<file path="src/rtl/alu_result_tx_if.sv">
// Handshake bundle between the ALU/UART side and the alu_result_tx sequencer.
// The slave modport is the sequencer's view; the master modport is the surrounding logic's view.
interface alu_result_tx_if #(
    parameter int NB_DATA = 8
);
    logic [NB_DATA-1:0] i_result;
    logic               i_carry;
    logic               i_zero;
    logic               i_valid;
    logic               o_ready;
    logic               i_tx_busy;
    logic [NB_DATA-1:0] o_tx_data;
    logic               o_tx_start;
    logic               o_done;
    logic               o_overrun;

    modport slave (
        input  i_result, i_carry, i_zero, i_valid, i_tx_busy,
        output o_ready, o_tx_data, o_tx_start, o_done, o_overrun
    );

    modport master (
        output i_result, i_carry, i_zero, i_valid, i_tx_busy,
        input  o_ready, o_tx_data, o_tx_start, o_done, o_overrun
    );
endinterface

</file>
<file path="src/rtl/alu_result_tx.sv">
// Captures an ALU result (and optionally its flags) and sends it to the UART TX one byte at a time.
// Define ALU_TX_FLAGS_EN to append the flags byte {0.., zero, carry} after the result byte.
//
// state | meaning
// IDLE  | ready for a new result
// START | byte presented, start pulsed once the UART is not busy
// ACK   | waiting for busy to rise, or for the ack timeout
// DRAIN | waiting for busy to fall before the next byte / done
module alu_result_tx #(
    parameter int NB_DATA     = 8,
    parameter int ACK_TIMEOUT = 4
) (
    input  logic                 i_clk,
    input  logic                 i_reset,
    alu_result_tx_if.slave       bus
);
    typedef enum logic [1:0] {IDLE, START, ACK, DRAIN} state_t;

    localparam int                CNT_W    = $clog2(ACK_TIMEOUT + 1);
    localparam logic [CNT_W-1:0]  CNT_LAST = CNT_W'(ACK_TIMEOUT - 1);

    state_t             state_q, state_d;
    logic [CNT_W-1:0]   cnt_q;
    logic [NB_DATA-1:0] tx_data_q;
    logic               done_q;
    logic               overrun_q;
    logic               last_byte;

`ifdef ALU_TX_FLAGS_EN
    logic [NB_DATA-1:0] flags_q;
    logic               idx_q;
    assign last_byte = idx_q;
`else
    logic unused_flags;
    assign unused_flags = bus.i_carry ^ bus.i_zero;
    assign last_byte    = 1'b1;
`endif

    always_ff @(posedge i_clk or negedge i_reset) begin
        if (!i_reset) state_q <= IDLE;
        else          state_q <= state_d;
    end

    always_comb begin
        state_d = state_q;
        case (state_q)
            IDLE:    if (bus.i_valid) state_d = START;
            START:   if (!bus.i_tx_busy) state_d = ACK;
            ACK:     if (bus.i_tx_busy || cnt_q == CNT_LAST) state_d = DRAIN;
            DRAIN:   if (!bus.i_tx_busy) state_d = last_byte ? IDLE : START;
            default: state_d = IDLE;
        endcase
    end

    // Start is gated by busy directly so it can never fire into a busy transmitter.
    always_comb begin
        bus.o_ready    = (state_q == IDLE);
        bus.o_tx_start = (state_q == START) && !bus.i_tx_busy;
    end

    assign bus.o_tx_data = tx_data_q;
    assign bus.o_done    = done_q;
    assign bus.o_overrun = overrun_q;

    always_ff @(posedge i_clk or negedge i_reset) begin
        if (!i_reset) begin
            cnt_q     <= '0;
            tx_data_q <= '0;
            done_q    <= 1'b0;
            overrun_q <= 1'b0;
`ifdef ALU_TX_FLAGS_EN
            flags_q   <= '0;
            idx_q     <= 1'b0;
`endif
        end else begin
            done_q <= (state_q == DRAIN) && !bus.i_tx_busy && last_byte;
            if (bus.i_valid && state_q != IDLE) overrun_q <= 1'b1;
            case (state_q)
                IDLE: begin
                    if (bus.i_valid) begin
                        tx_data_q <= bus.i_result;
`ifdef ALU_TX_FLAGS_EN
                        flags_q   <= {{(NB_DATA-2){1'b0}}, bus.i_zero, bus.i_carry};
                        idx_q     <= 1'b0;
`endif
                    end
                end
                START: begin
                    if (!bus.i_tx_busy) cnt_q <= '0;
                end
                ACK: begin
                    if (!bus.i_tx_busy && cnt_q != CNT_LAST) cnt_q <= cnt_q + 1'b1;
                end
                DRAIN: begin
`ifdef ALU_TX_FLAGS_EN
                    if (!bus.i_tx_busy && !last_byte) begin
                        idx_q     <= 1'b1;
                        tx_data_q <= flags_q;
                    end
`endif
                end
                default: ;
            endcase
        end
    end
endmodule

</file>
<file path="src/flat_wrapper.sv">
// flat-port wrapper written by rule: the top's interface ports become plain ports
module alu_result_tx_flat 
#(
    parameter int NB_DATA     = 8,
    parameter int ACK_TIMEOUT = 4
)
  (i_clk, i_reset, bus_i_result, bus_i_carry, bus_i_zero, bus_i_valid, bus_i_tx_busy, bus_o_ready, bus_o_tx_data, bus_o_tx_start, bus_o_done, bus_o_overrun);
  alu_result_tx_if #(.NB_DATA(NB_DATA)) bus_i ();
  input  logic i_clk;
  input  logic i_reset;
  input wire logic [$bits(bus_i.i_result)-1:0] bus_i_result;
  input wire logic [$bits(bus_i.i_carry)-1:0] bus_i_carry;
  input wire logic [$bits(bus_i.i_zero)-1:0] bus_i_zero;
  input wire logic [$bits(bus_i.i_valid)-1:0] bus_i_valid;
  input wire logic [$bits(bus_i.i_tx_busy)-1:0] bus_i_tx_busy;
  output wire logic [$bits(bus_i.o_ready)-1:0] bus_o_ready;
  output wire logic [$bits(bus_i.o_tx_data)-1:0] bus_o_tx_data;
  output wire logic [$bits(bus_i.o_tx_start)-1:0] bus_o_tx_start;
  output wire logic [$bits(bus_i.o_done)-1:0] bus_o_done;
  output wire logic [$bits(bus_i.o_overrun)-1:0] bus_o_overrun;
  assign bus_i.i_result = bus_i_result;
  assign bus_i.i_carry = bus_i_carry;
  assign bus_i.i_zero = bus_i_zero;
  assign bus_i.i_valid = bus_i_valid;
  assign bus_i.i_tx_busy = bus_i_tx_busy;
  assign bus_o_ready = bus_i.o_ready;
  assign bus_o_tx_data = bus_i.o_tx_data;
  assign bus_o_tx_start = bus_i.o_tx_start;
  assign bus_o_done = bus_i.o_done;
  assign bus_o_overrun = bus_i.o_overrun;
  alu_result_tx #(.NB_DATA(NB_DATA), .ACK_TIMEOUT(ACK_TIMEOUT)) u_core (.i_clk(i_clk), .i_reset(i_reset), .bus(bus_i));
endmodule
</file>
<file path="config.mk">
export PLATFORM = sky130hd
export DESIGN_NAME = alu_result_tx_flat
export DESIGN_NICKNAME = d
export VERILOG_FILES = /design/src/rtl/alu_result_tx_if.sv /design/src/rtl/alu_result_tx.sv /design/src/flat_wrapper.sv
export SDC_FILE = /design/constraint.sdc
export NUM_CORES = 1
export LEC_CHECK = 0
export ABC_CLOCK_PERIOD_IN_PS = 4500
export CAP_MARGIN = 20
export CELL_PAD_IN_SITES_DETAIL_PLACEMENT = 0
export CELL_PAD_IN_SITES_GLOBAL_PLACEMENT = 1
export CORE_MARGIN = 3
export CORE_UTILIZATION = 35
export DETAILED_ROUTE_END_ITERATION = 6
export PLACE_DENSITY_LB_ADDON = 0.1
export SLEW_MARGIN = 0
export SYNTH_ARGS = -nofsm -noshare
export SYNTH_HDL_FRONTEND = slang
export SYNTH_SLANG_ARGS = --single-unit
</file>
<file path="constraint.sdc">
create_clock -name i_clk -period 4.5 [get_ports i_clk]
set_input_delay 0.45 -clock i_clk [delete_from_list [all_inputs] [get_ports i_clk]]
set_output_delay 0.45 -clock i_clk [all_outputs]
set_load 0.005 [all_outputs]
</file>
==> summary by stage, run 1 <==
Synthesis
The commonest cells after synthesis are 15 x sky130_fd_sc_hd__dfrtp_1, 9 x sky130_fd_sc_hd__mux2_2, 6 x sky130_fd_sc_hd__ha_1. Of the total synthesized cell area, the portion taken by full adders, half adders and majority gates is 0.107. Ranked by total cell area, the synthesized netlist is headed by sky130_fd_sc_hd__dfrtp_1 54%, sky130_fd_sc_hd__mux2_2 14%, sky130_fd_sc_hd__ha_1 11%. The synthesized design spends more area on one cell type than any other, namely sky130_fd_sc_hd__dfrtp_1. The number of warning messages in the yosys log is 0.

The count of flip-flops with a built-in enable after synthesis is 0. The gate count of the mapped netlist is 50. The share of synthesized area in the top cell type comes to 0.537. The summed instance area of the synthesized netlist is 699 µm². After synthesis, the share of cell area in mux cells is 0.161. The combinational family with the most area after synthesis is multiplexers. The most common cell in the synthesized netlist is sky130_fd_sc_hd__dfrtp_1. Synthesis inferred 15 register bits. The async set or reset register ratio after synthesis is 1.00.

For this run, the leading register cell type out of synthesis is sky130_fd_sc_hd__dfrtp_1. The count of cell types in the netlist is 15. The post-synthesis sequential area ratio is 0.537. The post-synthesis share of cell area spent on xor and xnor gates is 0. The fraction of the mapped netlist area in compound gates is 0.131. Synthesis produced a netlist with a net count of 70.

Of the total synthesized cell area, the portion taken by AND, OR, NAND and NOR gates is 0.0429. After synthesis, the mean cell area works out to 14.0 µm².

Worst setup path
The largest driver fanout on the critical path is 6. Data on the critical path arrives at its endpoint at 1700 ps. The signal on the critical path passes through clkdlybuf4s50_1 > and2b_2 > clkdlybuf4s50_1. The number of cells on the worst reg-to-reg path is 5.

The internal reg-to-reg setup slack is 2890 ps. The cell class contributing the biggest share of worst-path delay is buffers and inverters. The worst register-to-register path begins at u_core.cnt_q[0]. The kind of critical path is input pin to primary output.

On the critical path, the stage with the largest delay is an instance of sky130_fd_sc_hd__clkdlybuf4s50_1. STA puts the critical path data required time at 4050 ps. The worst setup path is launched from an input pin. In this design, the stage delay of the slowest critical-path cell is 570 ps. The nature of the critical path endpoint is a primary output.

The most numerous cell type found on the critical path is sky130_fd_sc_hd__clkdlybuf4s50_1. The count of buffering cells on the critical path with inverters included is 2. In this run the critical register-to-register path is captured at u_core.state_q[1].

Cells and area
Once layout is complete, the utilization of the core stands at 0.549. After the last flow step, the layout net total stands at 98. The number of antenna cells inserted is 0. Once layout is complete, the cells apart from fillers number 102.

Relative to the synthesized area, the layout overhead comes to 41.3%. The number of fill cells is 162. Of the cells placed in the final design, the portion with a size suffix greater than 1 is 0.221.

CTS
The number of clock sinks is 15. The number of hold buffers added after CTS is 0. The root buffer cell is sky130_fd_sc_hd__clkbuf_4. After clock tree synthesis, the clock-pin slew on the worst setup and hold paths is 80 ps. The number of CTS-inserted buffers is 3. For the worst-skew pair, the clock arrives at the later sink with an insertion delay of 280 ps. The CTS tree is yes. The post-cts sizing count is 0. In this run the post-CTS setup repair buffer count came out at 0.

In this run the number of H-tree levels came out at 1. The worst-case clock buffer depth is 2.

Placement
Detailed placement finished with a half-perimeter wire length of 990 µm. The number of buffers added on ports is 23. Routability-driven placement finished with a final weighted congestion of 0.731.

The number of instances in the placed design is 98.

Global routing
Entering global routing, the biggest net connects 16 pins. The number of global-route vias before repair is 483. The overall global routing resource usage is 0.116.

The number of antenna violations at the first check in global routing is 0. The remaining global-route overflow is 0. The first global-routing pass estimated 2130 µm of wire.

Timing
Setup repair after global routing left no endpoint under its margin. The final cycle utilization of the critical path is 0.477. In this run the tightest slew margin relative to its limit is 0.555. The fmax is 466 MHz. Across the routed clock network, the largest skew measured is 5.95 ps. The count of final setup violators is 0. Adding up every negative setup slack in the final design gives 0 ps.

The transition time at the pin with the least slew margin is 666 ps. Counting I/O delays and the setup requirement, the final critical path takes 2150 ps. The hold violation count in the final report is 0.

The count of final max-slew check failures came to 0.

Drt
The routed wirelength normalized by instance count is 12.3 µm. After detailed routing, the number of remaining DRC violations is 0. The aggregate routed wire length is 1260 µm.

The number of nets with antenna violations after detailed routing is 0. In this run, the number of DRC markers left after iteration 0 of detailed routing was 1. The post-detailed-route via-to-cell ratio is 4.87. The detailed router placed 497 vias in this run. The number of detailed-route iterations in the first pass is 2.

Min path
The endpoint with the worst hold slack is u_core.bus.o_overrun. The worst hold path begins at u_core.bus.o_overrun. The worst hold-check path type is flip-flop to flip-flop. The cell depth of the worst hold path is 1.

Power and ir drop
The power density relative to cell area is 591 nW/µm². The leakage component of the power is 0.443 nW. The largest voltage drop on the vdd net is 266 µV.

Die
From left edge to right edge, the die measures 50.7 µm. The initial core utilization is 0.388. The number of placement rows is 15.

The floorplan step set the die height to 50.7 µm. The core region is 1800 µm². The overall die area is 2570 µm². Pin placement for this block handled 26 I/O pins.

Status
The run finished with clean final reports.

Run
The max-cap violation count is 0.
## worst reg2reg max path, cell delays in order, from the launching register on
cell and delay, ps:
sky130_fd_sc_hd__dfrtp_1 390, sky130_fd_sc_hd__ha_1 160, sky130_fd_sc_hd__ha_1 240, sky130_fd_sc_hd__nor2_2 90, sky130_fd_sc_hd__a221oi_2 270, sky130_fd_sc_hd__mux2_1 340
## worst max-delay path by stage
stage	start	to	slack, ps	cells past startpoint
2_1_floorplan	u_core.state_q[1]	u_core.state_q[1]	3020	5
3_3_place_gp	bus_i_tx_busy	bus_o_tx_start	2360	3
3_5_place_dp	bus_i_tx_busy	bus_o_tx_start	2340	3
4_1_cts	bus_i_tx_busy	bus_o_tx_start	2340	3
5_1_grt	bus_i_tx_busy	bus_o_tx_start	2290	3
6_report	bus_i_tx_busy	bus_o_tx_start	2350	3
## power by group
| part | internal, W | leakage (nW) | switching [W] |
|---|---|---|---|
| Clock | 0.0000330 | 0.0177 | 0.0000426 |
| Sequential | 0.000194 | 0.180 | 0.0000344 |
| Combinational | 0.000182 | 0.245 | 0.0000990 |
## cell type report
cell class,count,area (µm²),share of cell area
multi-input combinational,31,309,0.313
tap,25,31.3,0.0316
inverter,4,15.0,0.0152
timing repair buffer,23,230,0.233
clock inverter,1,5.00,0.00506
clock buffer,3,22.5,0.0228
sequential,15,375,0.380
## layout by cell type, fill, tap and decap left out, drive strengths merged
cell	Yosys	final
clkdlybuf4s50	0	23
dfrtp	15	15
mux2	10	10
ha	6	6
inv	4	4
a22o	4	4
clkbuf	0	3
nand2	2	2
o21bai	2	2
and2b	2	2
nor2	1	1
o21a	1	1
a221oi	1	1
o31ai	1	1
o32a	1	1
clkinv	0	1
## cells by family (layout without fill, tap and decap cells)
group	count (synthesis)	after routing
mux	10	10
simple gates	5	5
flops	15	15
compound gates	10	10
buf+inv	4	31
fa+ha+maj	6	6
## metrics by stage
| step | hold WS (ps) | setup WS (ps) | area [µm²] | total power [W] |
|---|---|---|---|---|
| final | 493 | 2350 | 988 | 0.000584 |
| after global routing | 518 | 2290 | 988 | 0.000634 |
| after detailed placement | 466 | 2340 | 961 | 0.000517 |
| after CTS | 488 | 2340 | 988 | 0.000598 |
| after global placement | 482 | 2360 | 961 | 0.000510 |
| after floorplan | 154 | 3020 | 699 | 0.000382 |
## flip-flops by register name, indices dropped and copies added, names as in the netlist
| register | cells |
|---|---|
| u_core.state_q | 2 |
| u_core.bus.o_done | 1 |
| u_core.bus.o_tx_data | 8 |
| u_core.cnt_q | 3 |
| u_core.bus.o_overrun | 1 |
## metal layers
layer,global-route usage,vias to the layer above,wire [µm]
li1,-,234,-
met1,0.130,248,536
met2,0.167,13,609
met3,0.0712,2,97
met4,0.0673,0,16
met5,0,-,0
Power figures use the tool's default switching activity.
==> run 2, diff against run 1 <==
Settings changed: ABC_CLOCK_PERIOD_IN_PS 4500 to 2000, CORE_UTILIZATION 35 to 33.
Clock period 4.5 ns to 2 ns, I/O delays scaled along.
==> summary by stage, run 2 (synthesis results as in run 1) <==
Die
The core area is 1980 µm² (was 1800 µm²). The count of boundary I/O pins came to 26 (unchanged). The initial core utilization is 0.353 (was 0.388). The number of placement rows is 16 (was 15). The die extent in x is 52.0 µm (was 50.7 µm). The overall die area is 2710 µm² (was 2570 µm²).

The die boundary height is 52.0 µm (was 50.7 µm).

Min path
The worst hold-check path type is input pin to async pin (was flip-flop to flip-flop).

Worst setup path
Cells traversed along the worst timing path: inv_1 > ha_1 > and2b_2 > clkdlybuf4s50_1 (was clkdlybuf4s50_1 > and2b_2 > clkdlybuf4s50_1). The internal reg-to-reg setup slack is 390 ps (was 2890 ps). The kind of critical path was flip-flop to primary output (was input pin to primary output).

The required time of the critical path is 1800 ps (was 4050 ps). The category of the worst setup path launch point was a flip-flop (was input pin). The number of cells on the worst reg-to-reg path was 5 (unchanged). The beginning of the worst register-to-register path is u_core.cnt_q[0] (unchanged). The nature of the critical path endpoint is a primary output (unchanged). The largest driver fanout on the critical path is 4 (was 6). The delay of the slowest critical-path stage is 490 ps (was 570 ps).

The critical register-to-register path endpoint is u_core.state_q[1] (unchanged). The arrival time at the worst endpoint is 1610 ps (was 1700 ps). The cell type of the slowest stage on the worst timing path is sky130_fd_sc_hd__clkdlybuf4s50_1 (unchanged).

Cells and area
The post-layout utilization of the core came to 0.503 (was 0.549). The number of flip-flops in the largest register came to 8 (unchanged). Commonest cells after routing, fill and taps aside: 23 x sky130_fd_sc_hd__clkdlybuf4s50_1, 15 x sky130_fd_sc_hd__dfrtp_1, 9 x sky130_fd_sc_hd__mux2_2 (unchanged).

The area growth from synthesis to layout is 42.6% (was 41.3%). The number of antenna cells inserted is 0 (unchanged). The most common cell after layout, fill and taps aside is sky130_fd_sc_hd__clkdlybuf4s50_1 (unchanged).

The final standard cell count with taps included and fillers excluded came to 105 (was 102). The fraction of layout cells with a size suffix above 1 was 0.218 (was 0.221). The number of fill cells is 187 (was 162). The net count of the finished layout is 99 (was 98).

Timing
The count of final max-slew check failures is 0 (unchanged). The setup TNS was 0 ps (unchanged). The clock skew is 7.77 ps (was 5.95 ps). Setup repair after global routing missed its margin: no (unchanged).

Timing would allow up to 554 MHz. The final cycle utilization of the critical path is 0.903. The transition time at the pin with the least slew margin is 352 ps (was 666 ps).

The tightest slew margin relative to the limit is 0.765 (was 0.555). After layout, the minimum clock period comes to 1810 ps. The hold violation count in the final report came to 0 (unchanged). The count of final setup violators came to 0 (unchanged).

Global routing
The met2 global-route usage came to 0.178 (was 0.167). The number of global-route vias before repair is 507 (was 483). The routing layer with the top usage in global route is met2 (unchanged). The number of antenna violations at the first check in global routing is 0 (unchanged). The remaining global-route overflow came to 0 (unchanged). The global-route met3 utilization is 0.0516 (was 0.0712). The maximum number of pins on one net before global-route repair is 16 (unchanged). The wire length of the first global-routing pass is 2230 µm (was 2130 µm). The routing usage on met1 is 0.138 (was 0.130). The overall global routing resource usage is 0.116 (about the same).

CTS
The number of CTS-inserted buffers came to 3 (unchanged). The worst-case clock buffer depth came to 2 (unchanged). The root buffer cell is sky130_fd_sc_hd__clkbuf_4 (unchanged).

The CTS H-tree depth was 1 (unchanged). The post-CTS setup buffer count is 0 (unchanged). The number of clock sinks was 15 (unchanged).

The clock latency on the worst-skew pair was 280 ps (about the same). The clock-pin slew of the registers on the worst-case setup and hold paths is 90 ps (was 80 ps). The number of hold buffers added after CTS is 0 (unchanged). The CTS tree is yes (unchanged). The post-cts sizing count came to 0 (unchanged).

Drt
The count of unresolved DRC violations after routing is 0 (unchanged). The post-detailed-route via-to-cell ratio is 4.71 (was 4.87). The number of nets with antenna violations after detailed routing is 0 (unchanged). The number of detailed-route iterations in the first pass is 2 (unchanged). The routed wirelength normalized by instance count is 12.6 µm (was 12.3 µm). The via count is 495 (was 497). The aggregate routed wire length is 1330 µm (was 1260 µm). The violation count after the first detailed-routing iteration is 1 (unchanged).

Run
The max-cap violation count is 0 (unchanged).

Power and ir drop
The power density relative to cell area is 1320 nW/µm² (was 591 nW/µm²). The largest voltage drop on the vdd net came to 694 µV (was 266 µV). The leakage component of the power is 0.445 nW (was 0.443 nW).

Placement
The weighted congestion reported at the end of routability-driven placement was 0.695 (was 0.731). The number of buffers added on ports is 23 (unchanged). The HPWL reported at the end of detailed placement is 1010 µm (was 990 µm).

The number of instances in the placed design is 101 (was 98).

Status
Result of the run: finished, final reports clean (unchanged).
## run 2: cell count changes in the layout (fill, tap and decap cells not counted)
| cell | before | now |
|---|---|---|
| sky130_fd_sc_hd__buf_4 | 0 | 1 |
| sky130_fd_sc_hd__clkbuf_1 | 0 | 1 |
| sky130_fd_sc_hd__clkinv_2 | 1 | 0 |
## run 2: power by group
group          total (W)  leakage [nW]  internal [W]  switching, W
Clock           0.000172        0.0150     0.0000775     0.0000941
Combinational   0.000634         0.250      0.000410      0.000224
Sequential      0.000513         0.180      0.000436     0.0000768
## run 2: how the worst max path moves through the flow
stage,startpoint,endpoint,slack [ps],depth (start not counted)
final,u_core.state_q[1],bus_o_tx_start,190,4
after global routing,u_core.state_q[1],bus_o_tx_start,100,4
after CTS,u_core.state_q[1],bus_o_tx_start,150,4
after detailed placement,bus_i_tx_busy,bus_o_tx_start,350,3
after global placement,bus_i_tx_busy,bus_o_tx_start,360,3
after floorplan,u_core.state_q[1],u_core.state_q[1],520,5
## run 2: layout make-up
type	instances	area (µm²)	share of cell area
timing repair buffer	24	238	0.238
tap	27	33.8	0.0339
multi-input combinational	31	309	0.310
sequential	15	375	0.376
inverter	4	15.0	0.0151
clock buffer	4	26.3	0.0263
## run 2: routing by layer
| layer | vias up | wire [µm] |
|---|---|---|
| met2 | 8 | 653 |
| li1 | 238 | - |
| met5 | - | 0 |
| met1 | 244 | 595 |
| met4 | 0 | 23 |
| met3 | 5 | 55 |
## run 2: stage by stage
stage | hold WS (ps) | area, µm² | setup slack, ps | total power (W)
finish | 219 | 997 | 195 | 0.00132
global route | 217 | 997 | 95.3 | 0.00143
CTS | 210 | 997 | 153 | 0.00135
detailed placement | 465 | 971 | 346 | 0.00117
global placement | 467 | 971 | 358 | 0.00115
floorplan | -95.6 | 699 | 525 | 0.000859
## run 2: worst max-delay path: cells and delay by family (launching register included)
| kind | cells | cell delay, ps |
|---|---|---|
| buf+inv | 2 | 580 |
| flops | 1 | 420 |
| fa+ha+maj | 1 | 180 |
| simple gates | 1 | 140 |
==> run 3, diff against run 2 <==
Settings changed: CORE_UTILIZATION 33 to 35, CTS_BUF_LIST set to sky130_fd_sc_hd__clkbuf_4.
==> summary by stage, run 3 (synthesis results as in run 1) <==
CTS
The clock latency on the worst-skew pair is 280 ps (about the same). The post-CTS setup buffer count came to 0 (unchanged). The worst-case clock buffer depth was 2 (unchanged). The root buffer cell is sky130_fd_sc_hd__clkbuf_4 (unchanged). The post-cts sizing count came to 0 (unchanged). The CTS tree is yes (unchanged). The number of hold buffers added after CTS was 0 (unchanged). The clock-pin slew of the registers on the worst-case setup and hold paths is 100 ps (was 90 ps). The CTS H-tree depth was 1 (unchanged). The number of clock sinks was 15 (unchanged). The number of CTS-inserted buffers is 3 (unchanged).

Timing
The final period demand of the worst path is 1780 ps (was 1810 ps). The transition time at the pin with the least slew margin is 687 ps (was 352 ps). The count of final max-slew check failures is 0 (unchanged). The final setup slack of the worst path is 219 ps (was 195 ps).

The final cycle utilization of the critical path is 0.891 (was 0.903). Setup repair after global routing missed its margin: no (unchanged). The clock skew is 8.75 ps (was 7.77 ps).

The fmax is 561 MHz (was 554 MHz). The setup TNS is 0 ps (unchanged). The count of final setup violators is 0 (unchanged). The hold violation count in the final report is 0 (unchanged). The tightest slew margin relative to the limit is 0.540 (was 0.765).

Power and ir drop
The largest voltage drop on the vdd net was 652 µV (was 694 µV). The leakage component of the power is 0.443 nW (was 0.445 nW). The overall power after layout is 0.00132 W (about the same). The power density relative to cell area came to 1330 nW/µm² (was 1320 nW/µm²).

Drt
The violation count after the first detailed-routing iteration is 8 (was 1). The routed wirelength normalized by instance count is 12.2 µm (was 12.6 µm). The via count is 492 (was 495).

The number of detailed-route iterations in the first pass is 4 (was 2). The count of unresolved DRC violations after routing was 0 (unchanged). The post-detailed-route via-to-cell ratio is 4.82 (was 4.71).

The aggregate routed wire length is 1240 µm (was 1330 µm). The number of nets with antenna violations after detailed routing came to 0 (unchanged).

Worst setup path
The kind of critical path is flip-flop to primary output (unchanged). The nature of the critical path endpoint is a primary output (unchanged). The category of the worst setup path launch point is a flip-flop (unchanged). The largest driver fanout on the critical path is 4 (unchanged). The required time of the critical path was 1800 ps (about the same). The arrival time at the worst endpoint is 1580 ps (was 1610 ps).

Placement
The area after detailed placement is 961 µm² (was 971 µm²). The HPWL reported at the end of detailed placement was 965 µm (was 1010 µm). The number of buffers added on ports came to 23 (unchanged).

The worst slack at placement was 348 ps (was 346 ps). The weighted congestion reported at the end of routability-driven placement is 0.714 (was 0.695).

Global routing
The global-route met3 utilization is 0.0564 (was 0.0516). The remaining global-route overflow was 0 (unchanged). The number of global-route vias before repair is 460 (was 507). The number of antenna violations at the first check in global routing was 0 (unchanged). The routing usage on met1 is 0.141 (was 0.138). The routing layer with the top usage in global route is met2 (unchanged).

The met2 global-route usage is 0.154 (was 0.178). The wire length of the first global-routing pass is 2060 µm (was 2230 µm). The maximum number of pins on one net before global-route repair is 16 (unchanged). The overall global routing resource usage is 0.110 (was 0.116).

Cells and area
The number of fill cells is 171 (was 187). The net count of the finished layout is 98 (was 99). The number of antenna cells inserted is 0 (unchanged). The finished layout cell area is 988 µm² (was 997 µm²). The number of flip-flops in the largest register was 8 (unchanged). The post-layout utilization of the core is 0.549 (was 0.503).

Commonest cells after routing, fill and taps aside: 23 x sky130_fd_sc_hd__clkdlybuf4s50_1, 15 x sky130_fd_sc_hd__dfrtp_1, 9 x sky130_fd_sc_hd__mux2_2 (unchanged). The area growth from synthesis to layout is 41.3% (was 42.6%). The most common cell after layout, fill and taps aside is sky130_fd_sc_hd__clkdlybuf4s50_1 (unchanged). The fraction of layout cells with a size suffix above 1 is 0.221 (was 0.218).

Die
The overall die area is 2570 µm² (was 2710 µm²). The core area was 1800 µm² (was 1980 µm²). The initial core utilization is 0.388 (was 0.353). The die boundary height is 50.7 µm (was 52.0 µm). The number of placement rows came to 15 (was 16).

The count of boundary I/O pins came to 26 (unchanged). The die extent in x came to 50.7 µm (was 52.0 µm).

Run
The max-cap violation count is 0 (unchanged).

Status
Result of the run: finished, final reports clean (unchanged).

Min path
The worst hold-check path type is input pin to async pin (unchanged).
## run 3: changes by cell type in the layout (fill, tap and decap cells not counted), sizes merged
| cell | change |
|---|---|
| buf | -1 |
| clkinv | +1 |
| clkbuf | -1 |
## run 3: cell type report
type	instances	area, µm²	area share
clock inverter	1	5.00	0.00506
timing repair buffer	23	230	0.233
clock buffer	3	22.5	0.0228
inverter	4	15.0	0.0152
multi-input combinational	31	309	0.313
sequential	15	375	0.380
tap	25	31.3	0.0316
## run 3: layer usage
layer / wire length [µm] / up-vias
met3: 60 / 2
met4: 10 / 0
met2: 544 / 15
li1: - / 239
met1: 624 / 236
met5: 0 / -
## run 3: critical path: stages, from the launching register on
cell,delay (ps)
sky130_fd_sc_hd__dfrtp_1,410
sky130_fd_sc_hd__inv_1,90
sky130_fd_sc_hd__ha_1,180
sky130_fd_sc_hd__and2b_2,140
sky130_fd_sc_hd__clkdlybuf4s50_1,490
## run 3: worst paths after layout
check                                     start                 endpoint  slack [ps]  cells past startpoint
min reg2reg                u_core.bus.o_overrun     u_core.bus.o_overrun         500                      1
max reg2reg                     u_core.cnt_q[0]        u_core.state_q[1]         380                      5
max in group asynchronous               i_reset  u_core.bus.o_tx_data[1]        1230                      1
min                                     i_reset          u_core.cnt_q[1]         320                      1
min in group i_clk         u_core.bus.o_overrun     u_core.bus.o_overrun         500                      1
max                           u_core.state_q[1]           bus_o_tx_start         220                      4
## run 3: where the power goes
group	internal, W	total (W)	switching, W
clock network	0.0000742	0.000172	0.0000981
logic	0.000410	0.000634	0.000224
registers	0.000436	0.000511	0.0000756
total	0.000920	0.00132	0.000398
## run 3: per-stage QoR
| step | hold slack, ps | instances |
|---|---|---|
| after detailed placement | 466 | 98 |
| after floorplan | -95.6 | 50 |
| final | 321 | 102 |
| after CTS | 338 | 102 |
| after global routing | 359 | 102 |
| after global placement | 481 | 98 |
